===== config.mk =====
export PLATFORM = sky130hd
export DESIGN_NAME = sigmoid_share_arb
export DESIGN_NICKNAME = d
export VERILOG_FILES = /design/src/rtl/sigmoid_share_arb.sv
export SDC_FILE = /design/constraint.sdc
export NUM_CORES = 1
export LEC_CHECK = 0
export ABC_CLOCK_PERIOD_IN_PS = 2500
export CAP_MARGIN = 15
export CORE_ASPECT_RATIO = 1.5
export CORE_MARGIN = 8
export CORE_UTILIZATION = 37
export CTS_BUF_LIST = sky130_fd_sc_hd__clkbuf_16
export DETAILED_ROUTE_END_ITERATION = 7
export GPL_TIMING_DRIVEN = 0
export PLACE_DENSITY = 0.86
export SETUP_SLACK_MARGIN = 0.2
export SLEW_MARGIN = 20
export SYNTH_ARGS = -nofsm -noshare
export SYNTH_HDL_FRONTEND = slang
export SYNTH_SLANG_ARGS = --single-unit

===== constraint.sdc =====
create_clock -name clk -period 2.5 [get_ports clk]
set_clock_uncertainty 0.15 [all_clocks]
set_input_delay 0.625 -clock clk [delete_from_list [all_inputs] [get_ports clk]]
set_output_delay 0.625 -clock clk [all_outputs]
set_load 0.01 [all_outputs]

===== src/rtl/sigmoid_share_arb.sv =====
// sigmoid_share_arb: round-robin share of one combinational Q4.12 sigmoid unit between N_REQ requesters
module sigmoid_share_arb #(
  parameter int N_REQ       = 4,
  parameter int DATA_W      = 16,
  parameter int EVAL_CYCLES = 1,
  parameter int ID_W        = $clog2(N_REQ)
) (
  input  logic                    clk,
  input  logic                    rst,
  input  logic [N_REQ-1:0]        req_valid,
  input  logic [N_REQ*DATA_W-1:0] req_data,
  output logic [N_REQ-1:0]        req_ready,
  output logic [DATA_W-1:0]       sig_x,
  input  logic [DATA_W-1:0]       sig_y,
  output logic                    rsp_valid,
  output logic [ID_W-1:0]         rsp_id,
  output logic [DATA_W-1:0]       rsp_data,
  input  logic                    rsp_ready,
  output logic                    busy
);
  typedef enum logic [1:0] {IDLE, EVAL, RESP} state_t;
  state_t            state_q, state_d;
  logic [ID_W-1:0]   last_q, last_d, id_q, id_d, gnt_id, idx;
  logic [3:0]        cnt_q, cnt_d;
  logic [DATA_W-1:0] x_q, x_d, y_q, y_d;
  logic              found;
  // first valid requester strictly after the last grant, wrapping
  always_comb begin
    found  = 1'b0;
    gnt_id = '0;
    idx    = '0;
    for (int i = 1; i <= N_REQ; i++) begin
      idx = ID_W'((int'(last_q) + i) % N_REQ);
      if (!found && req_valid[idx]) begin
        found  = 1'b1;
        gnt_id = idx;
      end
    end
  end
  always_comb begin
    state_d   = state_q;
    last_d    = last_q;
    id_d      = id_q;
    cnt_d     = cnt_q;
    x_d       = x_q;
    y_d       = y_q;
    req_ready = '0;
    case (state_q)
      IDLE: if (found) begin
        req_ready[gnt_id] = 1'b1;
        x_d     = req_data[gnt_id*DATA_W +: DATA_W];
        id_d    = gnt_id;
        last_d  = gnt_id;
        cnt_d   = 4'(EVAL_CYCLES - 1);
        state_d = EVAL;
      end
      EVAL: if (cnt_q == '0) begin
        y_d     = sig_y;
        state_d = RESP;
      end else cnt_d = cnt_q - 4'd1;
      RESP:    state_d = rsp_ready ? IDLE : RESP;
      default: state_d = IDLE;
    endcase
  end
  always_ff @(posedge clk or posedge rst)
    if (rst) begin
      state_q <= IDLE;
      last_q  <= ID_W'(N_REQ - 1);
      id_q    <= '0;
      cnt_q   <= '0;
      x_q     <= '0;
      y_q     <= '0;
    end else begin
      state_q <= state_d;
      last_q  <= last_d;
      id_q    <= id_d;
      cnt_q   <= cnt_d;
      x_q     <= x_d;
      y_q     <= y_d;
    end
  assign sig_x     = x_q;
  assign rsp_data  = y_q;
  assign rsp_id    = id_q;
  assign rsp_valid = state_q == RESP;
  assign busy      = state_q != IDLE;
endmodule


### Yosys cells after proc, flatten, opt, wreduce, memory -nomap -nowiden

Cells that the tools add are included.

| storage, ports and cells | value |
|---|---|
| register bits after elaboration | 42 |
| input bits | 87 |
| output and inout port bits | 40 |
| word-level logic and storage cells | 65 |

| operators by class | value |
|---|---|
| add/subtract/negate cells | 5 |
| order comparisons | 6 |
| equal/unequal tests | 5 |
| shift-type cells | 1 |
| multiplexer cells | 27 |
| reductions and logical operators | 15 |

Operators by type and width:

| operator | count |
|---|---|
| $shiftx 64x7->16 | 1 |
| $mux 4 | 4 |
| $lt 2x3->1 const B | 5 |
| $mux 2 | 7 |
| $mux 1 | 9 |
| $bmux 1 s2 | 4 |
| $pmux 4 s2 | 1 |
| $ne 2x2->1 const B | 3 |
| $pmux 2 s3 | 1 |
| $reduce_and 2->1 | 3 |
| $add 2x1->2 const B | 2 |
| $add 2x2->2 const B | 2 |
| $logic_and 1x1->1 | 4 |
| $logic_not 4->1 | 1 |
| $reduce_bool 2->1 | 2 |
| $sub 4x1->4 const B | 1 |
| $logic_not 1->1 | 3 |
| $reduce_and 3->1 | 1 |
| $demux 1 s2 | 1 |
| $eq 2x1->1 const B | 1 |
| $eq 2x2->1 const B | 1 |
| $ge 2x1->1 const B | 1 |
| $logic_not 2->1 | 1 |

### Logic depth before layout (Yosys ltp)

Gate-level depths: netlist (run 1).

| depth | value |
|---|---|
| depth after elaboration | 19 |
| mapped depth | 8 |
| mapped depth without buffers | 6 |

### Least setup slack after synthesis (run 1)

OpenSTA, ideal clock, no wires.

| timing | value |
|---|---|
| kind | input to output |
| start | input port req_valid[2] |
| end | output port req_ready[0] |
| data arrival time | 1794 ps |
| required time | 1725 ps |
| slack | -69 ps |
| cell stages on the path | 5 |
| path buffers | 2 |
| cell sequence | or4_4 > and2_4 > buf_6 > clkbuf_1 > and3_1 |

| between the ends | value |
|---|---|
| cells in the longest elaborated chain, start to end | 18 |
| elaborated cells on any way between the ends | 29 |
| classes of those cells | 2 x order compare; 20 x mux; 7 x reduce/logical |

Ends and longest elaborated chain:

| element | RTL line | RTL |
|---|---|---|
| from (decl) | 10 | `input logic [N_REQ-1:0] req_valid,` |
| $bmux 1 s2 | 34 | `if (!found && req_valid[idx]) begin` |
| $mux 1 (not written as such) | 34 |  |
| $mux 1 | 34 |  |
| $logic_not 1->1 | 34 |  |
| $logic_and 1x1->1 | 34 |  |
| $mux 1 | 34 |  |
| $logic_not 1->1 | 34 |  |
| $logic_and 1x1->1 | 34 |  |
| (+2 left out) | - |  |
| $logic_and 1x1->1 | 34 |  |
| $mux 2 | 34 |  |
| $lt 2x3->1 (not written as such) or $ge 2x1->1 (tied branches) | 50 | `req_ready[gnt_id] = 1'b1;` |
| $logic_and 1x1->1 (not written as such) | 50 |  |
| $mux 1 (not written as such) | 50 |  |
| $demux 1 s2 | 50 |  |
| $mux 4 (*) | 49 | `IDLE: if (found) begin` |
| $mux 4 (*) | 48 | `case (state_q)` |
| to (decl) | 12 | `output logic [N_REQ-1:0] req_ready,` |

Mark *: on every way between the ends. The rest lies on a longest branch, timed or not. The select of a mux whose other input is x is not followed.

### Worst setup path after layout (run 1)

| timing | value |
|---|---|
| start | input port req_valid[1] |
| end | output port req_ready[0] |

Same word-level chain as after synthesis.

==> results of run 1 <==
==> per-layer routing <==
metal,up-vias,share of wire,track usage,wire length [um]
li1,1116,-,-,-
met1,1147,0.36,0.169,2960
met2,89,0.54,0.302,4480
met3,8,0.085,0.0699,699
met4,0,0.013,0.0506,104
met5,-,0,0,0
==> area by class of cell <==
class / count / area, um2
Fill cell: 518 / 2400
Timing Repair Buffer: 143 / 1420
Multi-Input combinational cell: 147 / 1350
Sequential cell: 42 / 1060
Buffer: 14 / 153
Clock buffer: 5 / 125
Tap cell: 78 / 97.6
Inverter: 23 / 86.3
Clock inverter: 3 / 25.0
==> state kept, by name (all words and copies together), names as in the netlist <==
name	cells
cnt_q	4
rsp_data	16
last_q	2
state_q	2
rsp_id	2
sig_x	16
==> cell usage after synthesis (3+ instances only) <==
library cell	number
inv_1	22
dfrtp_1	40
a31oi_1	16
a211oi_1	4
nor2b_1	3
a21o_1	3
clkbuf_1	6
mux2_2	16
a211oi_2	28
o21ai_0	3
mux2i_1	16
nor2_1	24
a21oi_1	4
nor3_1	3
buf_6	3
==> repair_timing <==
action,4_1_cts,5_1_grt
resized for setup,55,16
endpoints found under the setup margin,23,15
buffers inserted,15,1
pin swaps,6,3
endpoints found under the hold margin,0,0
==> worst register-to-register path, delay by kind of cell, from the launching register on <==
kind / cells / cell delay, ns
AOI/OAI and AO/OA: 3 / 0.66
DFF: 1 / 0.59
and+or+nand+nor: 2 / 0.12
buffers and inverters: 3 / 0.46
==> cells by family after synthesis <==
family	count (synthesis)
AOI/OAI and AO/OA	65
adders and majority gates	1
buffers and inverters	37
DFF	42
muxes	32
and+or+nand+nor	49
==> report_power, final <==
group | internal (uW) | total [uW] | switching (uW)
clock | 376 | 666 | 290
sequential | 1040 | 1270 | 228
combinational | 1610 | 2920 | 1300
==> stage by stage <==
step                      setup TNS (ns)  cell area (um2)  hold slack, ns  utilization  cells
after floorplan                        0             2560           0.338            -    226
after global placement            -14.26             3920           0.315        0.584    430
after detailed placement           -9.96             3940           0.320        0.587    431
after CTS                         -0.534             4250           0.342        0.633    454
after global routing              -0.650             4310           0.351        0.642    455
final                             -0.482             4310           0.338        0.642    455
==> worst min-delay path by stage <==
stage / end / cells after the start / slack (ns)
final: rsp_id[1]$_DFFE_PP0P_ / 1 / 0.34
after global routing: rsp_id[1]$_DFFE_PP0P_ / 1 / 0.35
after CTS: rsp_id[1]$_DFFE_PP0P_ / 1 / 0.34
after detailed placement: rsp_id[1]$_DFFE_PP0P_ / 1 / 0.32
after global placement: rsp_id[1]$_DFFE_PP0P_ / 1 / 0.32
after floorplan: cnt_q[1]$_DFFE_PP0P_ / 2 / 0.34
==> flow_summary.ini, run 1 <==
[logic_synthesis]
synth_top_flop_cell = dfrtp_1
synth_fp_nets = 314
ys_seq_area_frac = 0.418
yosys.area_share.simple = 0.116
syn_inst = 226
synthAdderAreaFrac = 0.00497
yosysTopAreaCellShare = 0.397
synthMuxAreaShare = 0.135
yosys.area.top_type = dfrtp_1
synth-edff-count = 0
syn-cell-area_um2 = 2520
synth_top_family_by_area = compound AO/OA/AOI/OAI gates
synth-seq-cells = 42
synth-compound-area-share = 0.249
avgSynthCellArea_um2 = 11.2
synthDistinctLibCells = 43
synthXorXnorAreaFrac = 0
synth_warnings = 0
async_reset_ff_frac = 1.00
synth_area_leaders = dfrtp_1 (40%), a211oi_2 (14%), mux2_2 (7.1%)

[timing]
slew_headroom = 0.647
fin_crit_ns = 2.71
drv_slew = 0
hold_violations = 0
setup_viol = 4
setup_slack_ns = -0.207
worst_slew_pin_slew_ns = 0.529
fin_crit_sh = 1.08
rsz0062_at_grt = yes
clock.fmax_ghz = 0.369

[global_route]
antenna_found_initial = 0
grt_pass1_wl_mm = 13.1
grt_max_degree = 28
grt_pass1_vias = 2577
grt_usage = 0.166
grt_overflow = 0

[clock_tree]
clk_path_buf_depth = 2
htree_levels = 2
tritoncts = done
cts.clk_slew.worst_paths_ns = 0.07
cts_hold_buf = 0
ctsRootBufferMaster = clkbuf_16
clk_latency_ns = 0.28
cts_sinks = 42
numCtsBuffers = 5

[critical_path]
cpMostUsedCell = buf_8
critPathMaxStageDelay_ns = 0.53
r2r_setup_slack_ns = 0.38
worstPathArrival_ns = 1.93
r2r_start = last_q[0]$_DFFE_PP1P_
crit_end = req_ready[0]
worst_path_max_delay_cell = or4_4
startpoint = req_valid[1]
r2r_cells = 8
required_ns = 1.73
critical_path_cell_count = 7
crit_fanout = 5
critical-path-top-delay-family = simple AND/OR/NAND/NOR gates
cp_cell_sequence = buf_8, or4_4, and2_4, buf_8, clkbuf_16, and3_4, buf_6
cp-start-kind = primary input
r2r_end = sig_x[7]$_DFFE_PP0P_
crit_path_end_kind = output pin
critPathKind = primary input to output pin
cp_num_buf_inv = 4

[cells_and_area]
diodes = 0
nNetsFinal = 464
final_cell_mix = clkdlybuf4s50_1 (117), dfrtp_1 (38), a211oi_2 (28)
final_common_cell = clkdlybuf4s50_1
drive_above_1_share = 0.310
syn_to_final_growth_pct = 71.1

[hold_path]
hp-start = rsp_id[1]$_DFFE_PP0P_
hp-class = flip-flop to flip-flop

[power]
peakVddDrop_uv = 644
power_uw = 4850
powerDensity_nw_per_um2 = 1130
p_leak_uw = 0.00181

[detailed_routing]
drtAntennaViolNets = 0
drt_iter0_drc = 101
wire_per_inst_um = 18.1
via_per_inst = 5.19
via_count = 2360
drc = 0
firstDrtPassIters = 4
wl_mm = 8.25

[floorplan]
io_pins = 127
die_w_um = 83.4
num_rows = 37
die_h_um = 117
coreArea_um2 = 6710
start_util = 0.375
die_area_um2 = 9760

[placement]
pre_cts_ws_ns = -1.22
dp_hpwl_mm = 6.30
port_buffers = 126
place_congestion = 0.750

[status]
violations = setup timing
status = finished, violations left

[run]
max-cap-violations = 0
No activity file was read; power rests on OpenSTA's default activity.
==> run 2, diff against run 1 <==
--- a/config.mk
+++ b/config.mk
@@ -5,11 +5,11 @@
 export SDC_FILE = /design/constraint.sdc
 export NUM_CORES = 1
 export LEC_CHECK = 0
-export ABC_CLOCK_PERIOD_IN_PS = 2500
+export ABC_CLOCK_PERIOD_IN_PS = 2800
 export CAP_MARGIN = 15
 export CORE_ASPECT_RATIO = 1.5
 export CORE_MARGIN = 8
-export CORE_UTILIZATION = 37
+export CORE_UTILIZATION = 39
 export CTS_BUF_LIST = sky130_fd_sc_hd__clkbuf_16
 export DETAILED_ROUTE_END_ITERATION = 7
 export GPL_TIMING_DRIVEN = 0
==> constraint.sdc (replaced) <==
create_clock -name clk -period 2.8 [get_ports clk]
set_clock_uncertainty 0.15 [all_clocks]
set_input_delay 0.7 -clock clk [delete_from_list [all_inputs] [get_ports clk]]
set_output_delay 0.7 -clock clk [all_outputs]
set_load 0.01 [all_outputs]
==> flow_summary.ini, run 2 (synthesis results as in run 1) <==
[status]
status = finished, violations left
violations = setup timing

[power]
peakVddDrop_uv = 598
p_leak_uw = 0.00181
powerDensity_nw_per_um2 = 1030

[cells_and_area]
final_cell_mix = clkdlybuf4s50_1 (118), dfrtp_1 (40), a211oi_2 (28)
diodes = 0
final_common_cell = clkdlybuf4s50_1
nNetsFinal = 463
syn_to_final_growth_pct = 71.6
drive_above_1_share = 0.293
stdcell_area_um2 = 4330

[placement]
dp_hpwl_mm = 6.15
post_dp_cell_area_um2 = 3940
port_buffers = 126
place_congestion = 0.800

[timing]
worst_slew_pin_slew_ns = 0.532
fin_setup_tns_ns = -0.131
hold_violations = 0
setup_viol = 2
drv_slew = 0
fin_crit_ns = 2.87
setup_slack_ns = -0.0695
slew_headroom = 0.645
rsz0062_at_grt = yes
fin_crit_sh = 1.02
clock.fmax_ghz = 0.348

[clock_tree]
cts.clk_slew.worst_paths_ns = 0.06
tritoncts = done
ctsRootBufferMaster = clkbuf_16
clk_path_buf_depth = 2
numCtsBuffers = 5
clk_latency_ns = 0.28
htree_levels = 2
cts_sinks = 42

[floorplan]
die_w_um = 81.6
io_pins = 127
die_area_um2 = 9340
start_util = 0.394
die_h_um = 114
coreArea_um2 = 6400
num_rows = 36

[critical_path]
crit_path_end_kind = output pin
required_ns = 1.95
critPathKind = primary input to output pin
cp-start-kind = primary input
crit_fanout = 3
r2r_cells = 6
worstPathArrival_ns = 2.02

[detailed_routing]
firstDrtPassIters = 4
drt_iter0_drc = 60
top_layer_used = met4
wl_met3_um = 902
via_per_inst = 5.11
wl_met1_mm = 2.77
via_count = 2310
wl_met2_mm = 4.29
wire_per_inst_um = 17.9
drtAntennaViolNets = 0
drc = 0
wl_mm = 8.07

[global_route]
grt_overflow = 0
grt_pass1_wl_mm = 12.6
grt_max_degree = 23
grt_usage = 0.174
grt_pass1_vias = 2609
antenna_found_initial = 0

[hold_path]
hp-class = flip-flop to flip-flop
holdPathStages = 1

[run]
max-cap-violations = 0
==> run 2: changes by cell type in the layout (fill, tap and decap cells not counted), sizes merged <==
cell           delta
dlymetal6s2s      -1
clkdlybuf4s50     +1
inv               -1
clkinvlp          -1
clkdlybuf4s15     +1
buf               -2
bufinv            +2
==> run 2: power breakdown <==
| part | leakage (uW) | switching, uW | internal [uW] | total (uW) |
|---|---|---|---|---|
| Clock | 0.0000915 | 233 | 508 | 741 |
| Sequential | 0.000484 | 201 | 930 | 1130 |
| Combinational | 0.00123 | 1150 | 1420 | 2570 |
| Total | 0.00181 | 1580 | 2860 | 4440 |
==> run 2: cell type report <==
cell class / instances / area (um2)
Multi-Input combinational cell: 147 / 1340
Sequential cell: 42 / 1050
Buffer: 14 / 149
Clock buffer: 5 / 125
Tap cell: 76 / 95.1
Timing Repair Buffer: 142 / 1420
Clock inverter: 3 / 63.8
Fill cell: 486 / 2070
Inverter: 23 / 86.3
==> run 2: worst max-delay path, stage by stage <==
cell	delay (ns)
buf_8	0.10
or4_4	0.54
and2_4	0.16
buf_6	0.13
clkbuf_16	0.14
and3_4	0.14
buf_6	0.12
==> run 2: what timing repair did <==
item,in CTS,in global routing
gates resized for setup,51,3
buffers inserted,13,2
endpoints found under the setup margin,4,4
hold buffers,0,0
pin swaps,7,3
==> run 2: metrics by stage <==
| step | setup WS [ns] | hold slack [ns] | util | std cells | power, uW |
|---|---|---|---|---|---|
| after floorplan | 0.155 | 0.338 | - | 226 | 2550 |
| after global placement | -1.04 | 0.313 | 0.612 | 428 | 3450 |
| after detailed placement | -1.11 | 0.331 | 0.617 | 429 | 3530 |
| after CTS | -0.0714 | 0.360 | 0.672 | 450 | 4450 |
| after global routing | -0.0921 | 0.376 | 0.676 | 452 | 4720 |
| final | -0.0695 | 0.356 | 0.676 | 452 | 4440 |
==> run 2: routing by layer <==
metal  up-vias  GRT usage
met4         0     0.0447
met1      1096      0.169
met3         8     0.0865
li1       1113          -
met2        93      0.313
met5         -          0
==> run 2: path summary, 6_finish.rpt <==
check	start	end	slack, ns
max	req_valid[2]	req_ready[0]	-0.07
min	rsp_data[3]$_DFFE_PP0P_	rsp_data[3]$_DFFE_PP0P_	0.36
max reg2reg	cnt_q[0]$_DFFE_PP0P_	rsp_data[2]$_DFFE_PP0P_	0.47
min reg2reg	rsp_data[3]$_DFFE_PP0P_	rsp_data[3]$_DFFE_PP0P_	0.36
max in group asynchronous	rst	state_q[1]$_DFFE_PP0P_	1.40
min in group asynchronous	rst	rsp_id[0]$_DFFE_PP0P_	0.62
==> run 3, diff against run 2 <==
--- a/config.mk
+++ b/config.mk
@@ -5,15 +5,15 @@
 export SDC_FILE = /design/constraint.sdc
 export NUM_CORES = 1
 export LEC_CHECK = 0
-export ABC_CLOCK_PERIOD_IN_PS = 2800
+export ABC_CLOCK_PERIOD_IN_PS = 3160
 export CAP_MARGIN = 15
 export CORE_ASPECT_RATIO = 1.5
 export CORE_MARGIN = 8
-export CORE_UTILIZATION = 39
-export CTS_BUF_LIST = sky130_fd_sc_hd__clkbuf_16
+export CORE_UTILIZATION = 40
+export CTS_BUF_LIST = sky130_fd_sc_hd__clkbuf_8 sky130_fd_sc_hd__clkbuf_16
 export DETAILED_ROUTE_END_ITERATION = 7
 export GPL_TIMING_DRIVEN = 0
-export PLACE_DENSITY = 0.86
+export PLACE_DENSITY = 0.88
 export SETUP_SLACK_MARGIN = 0.2
 export SLEW_MARGIN = 20
 export SYNTH_ARGS = -nofsm -noshare
==> constraint.sdc (replaced) <==
create_clock -name clk -period 3.16 [get_ports clk]
set_clock_uncertainty 0.15 [all_clocks]
set_input_delay 0.79 -clock clk [delete_from_list [all_inputs] [get_ports clk]]
set_output_delay 0.79 -clock clk [all_outputs]
set_load 0.01 [all_outputs]
==> flow_summary.ini, run 3 (synthesis results as in run 1) <==
[cells_and_area]
drive_above_1_share = 0.291
nNetsFinal = 465
fin_util = 0.687
fillers = 469
diodes = 0
final_common_cell = clkdlybuf4s50_1
final_cell_mix = clkdlybuf4s50_1 (118), dfrtp_1 (40), a211oi_2 (28)
multiInputGateArea_um2 = 1320
final-seq-area_um2 = 1050
syn_to_final_growth_pct = 67.0
stdcell_area_um2 = 4210

[hold_path]
hp-class = flip-flop to flip-flop
hp-start = rsp_id[1]$_DFFE_PP0P_

[floorplan]
io_pins = 127
die_h_um = 113
die_area_um2 = 9150
die_w_um = 80.8
start_util = 0.411
num_rows = 35
coreArea_um2 = 6130

[timing]
setup_viol = 0
setup_slack_ns = 0.129
fin_crit_ns = 3.03
hold_slack_ns = 0.345
hold_violations = 0
fin_crit_sh = 0.959
rsz0062_at_grt = yes
drv_slew = 0
worst_slew_pin_slew_ns = 0.538
slew_headroom = 0.642
clock.fmax_ghz = 0.330

[critical_path]
cp_cell_sequence = buf_8, or4_4, and2_4, buf_6, clkbuf_16, and3_4, buf_6
crit_fanout = 5
r2r_setup_slack_ns = 0.88
startpoint = req_valid[3]
critPathMaxStageDelay_ns = 0.52
worst_path_max_delay_cell = or4_4
required_ns = 2.22
critPathKind = primary input to output pin
crit_end = req_ready[0]
r2r_start = cnt_q[0]$_DFFE_PP0P_
r2r_cells = 6
cpMostUsedCell = buf_6
r2r_end = rsp_data[3]$_DFFE_PP0P_
worstPathArrival_ns = 2.09
crit_path_end_kind = output pin
cp-start-kind = primary input

[detailed_routing]
firstDrtPassIters = 4
drc = 0
wl_mm = 8.32
wire_per_inst_um = 18.4
via_count = 2361
drt_iter0_drc = 97
via_per_inst = 5.22
drtAntennaViolNets = 0

[clock_tree]
ctsRootBufferMaster = clkbuf_8
clk_path_buf_depth = 2
numCtsBuffers = 5
tritoncts = done
cts.clk_slew.worst_paths_ns = 0.08
clk_latency_ns = 0.30
cts_hold_buf = 0
cts_sinks = 42
htree_levels = 2

[placement]
dp_hpwl_mm = 6.31
post_dp_cell_area_um2 = 3890
port_buffers = 126
pre_cts_ws_ns = -0.950
place_congestion = 0.715

[status]
status = finished clean

[global_route]
grt_pass1_wl_mm = 13.3
grt_pass1_vias = 2655
antenna_found_initial = 0
grt_usage = 0.185
grt_overflow = 0
grt_max_degree = 27

[power]
powerDensity_nw_per_um2 = 867
power_uw = 3650
peakVddDrop_uv = 629
p_leak_uw = 0.00177

[run]
max-cap-violations = 0
run 3: power by group:
group | internal, uW | switching (uW)
sequential | 822 | 179
combinational | 1250 | 1020
clock | 180 | 206
total | 2250 | 1400
run 3: worst min path at each step:
stage,endpoint,slack (ns),cells past startpoint
finish,rsp_id[1]$_DFFE_PP0P_,0.35,1
global route,rsp_id[1]$_DFFE_PP0P_,0.35,1
CTS,rsp_id[1]$_DFFE_PP0P_,0.35,1
detailed placement,rsp_id[1]$_DFFE_PP0P_,0.32,1
global placement,rsp_id[1]$_DFFE_PP0P_,0.31,1
floorplan,cnt_q[1]$_DFFE_PP0P_,0.34,2
run 3: timing repair:
item                                    in CTS  in global routing
buffers inserted                            15                  2
endpoints found under the setup margin       4                  3
pin swaps                                    7                  2
resized for setup                           58                  3
run 3: layer usage:
metal  GRT usage  share of wire  up-vias
li1            -              -     1113
met1       0.181           0.34     1131
met2       0.324           0.52       99
met3      0.0857           0.11       18
met4      0.0683          0.025        0
met5           0              0        -
run 3: area by class of cell:
class / instances / area share
plain buffers: 14 / 0.0351
clock buffers: 6 / 0.0196
clock inverters: 2 / 0.00386
inverters: 23 / 0.0205
multi-input cells: 147 / 0.314
flip-flops and latches: 42 / 0.250
well taps: 74 / 0.0220
repair buffers: 144 / 0.334
run 3: worst max-delay path, delay by kind of cell:
family,cells,cell delay [ns]
buffers and inverters,4,0.49
and+or+nand+nor,3,0.81
run 3: per-stage QoR:
step / setup TNS (ns) / std cells
after floorplan: 0 / 226
after global routing: 0 / 452
after detailed placement: -3.50 / 427
after CTS: 0 / 450
final: 0 / 452
after global placement: -3.45 / 426
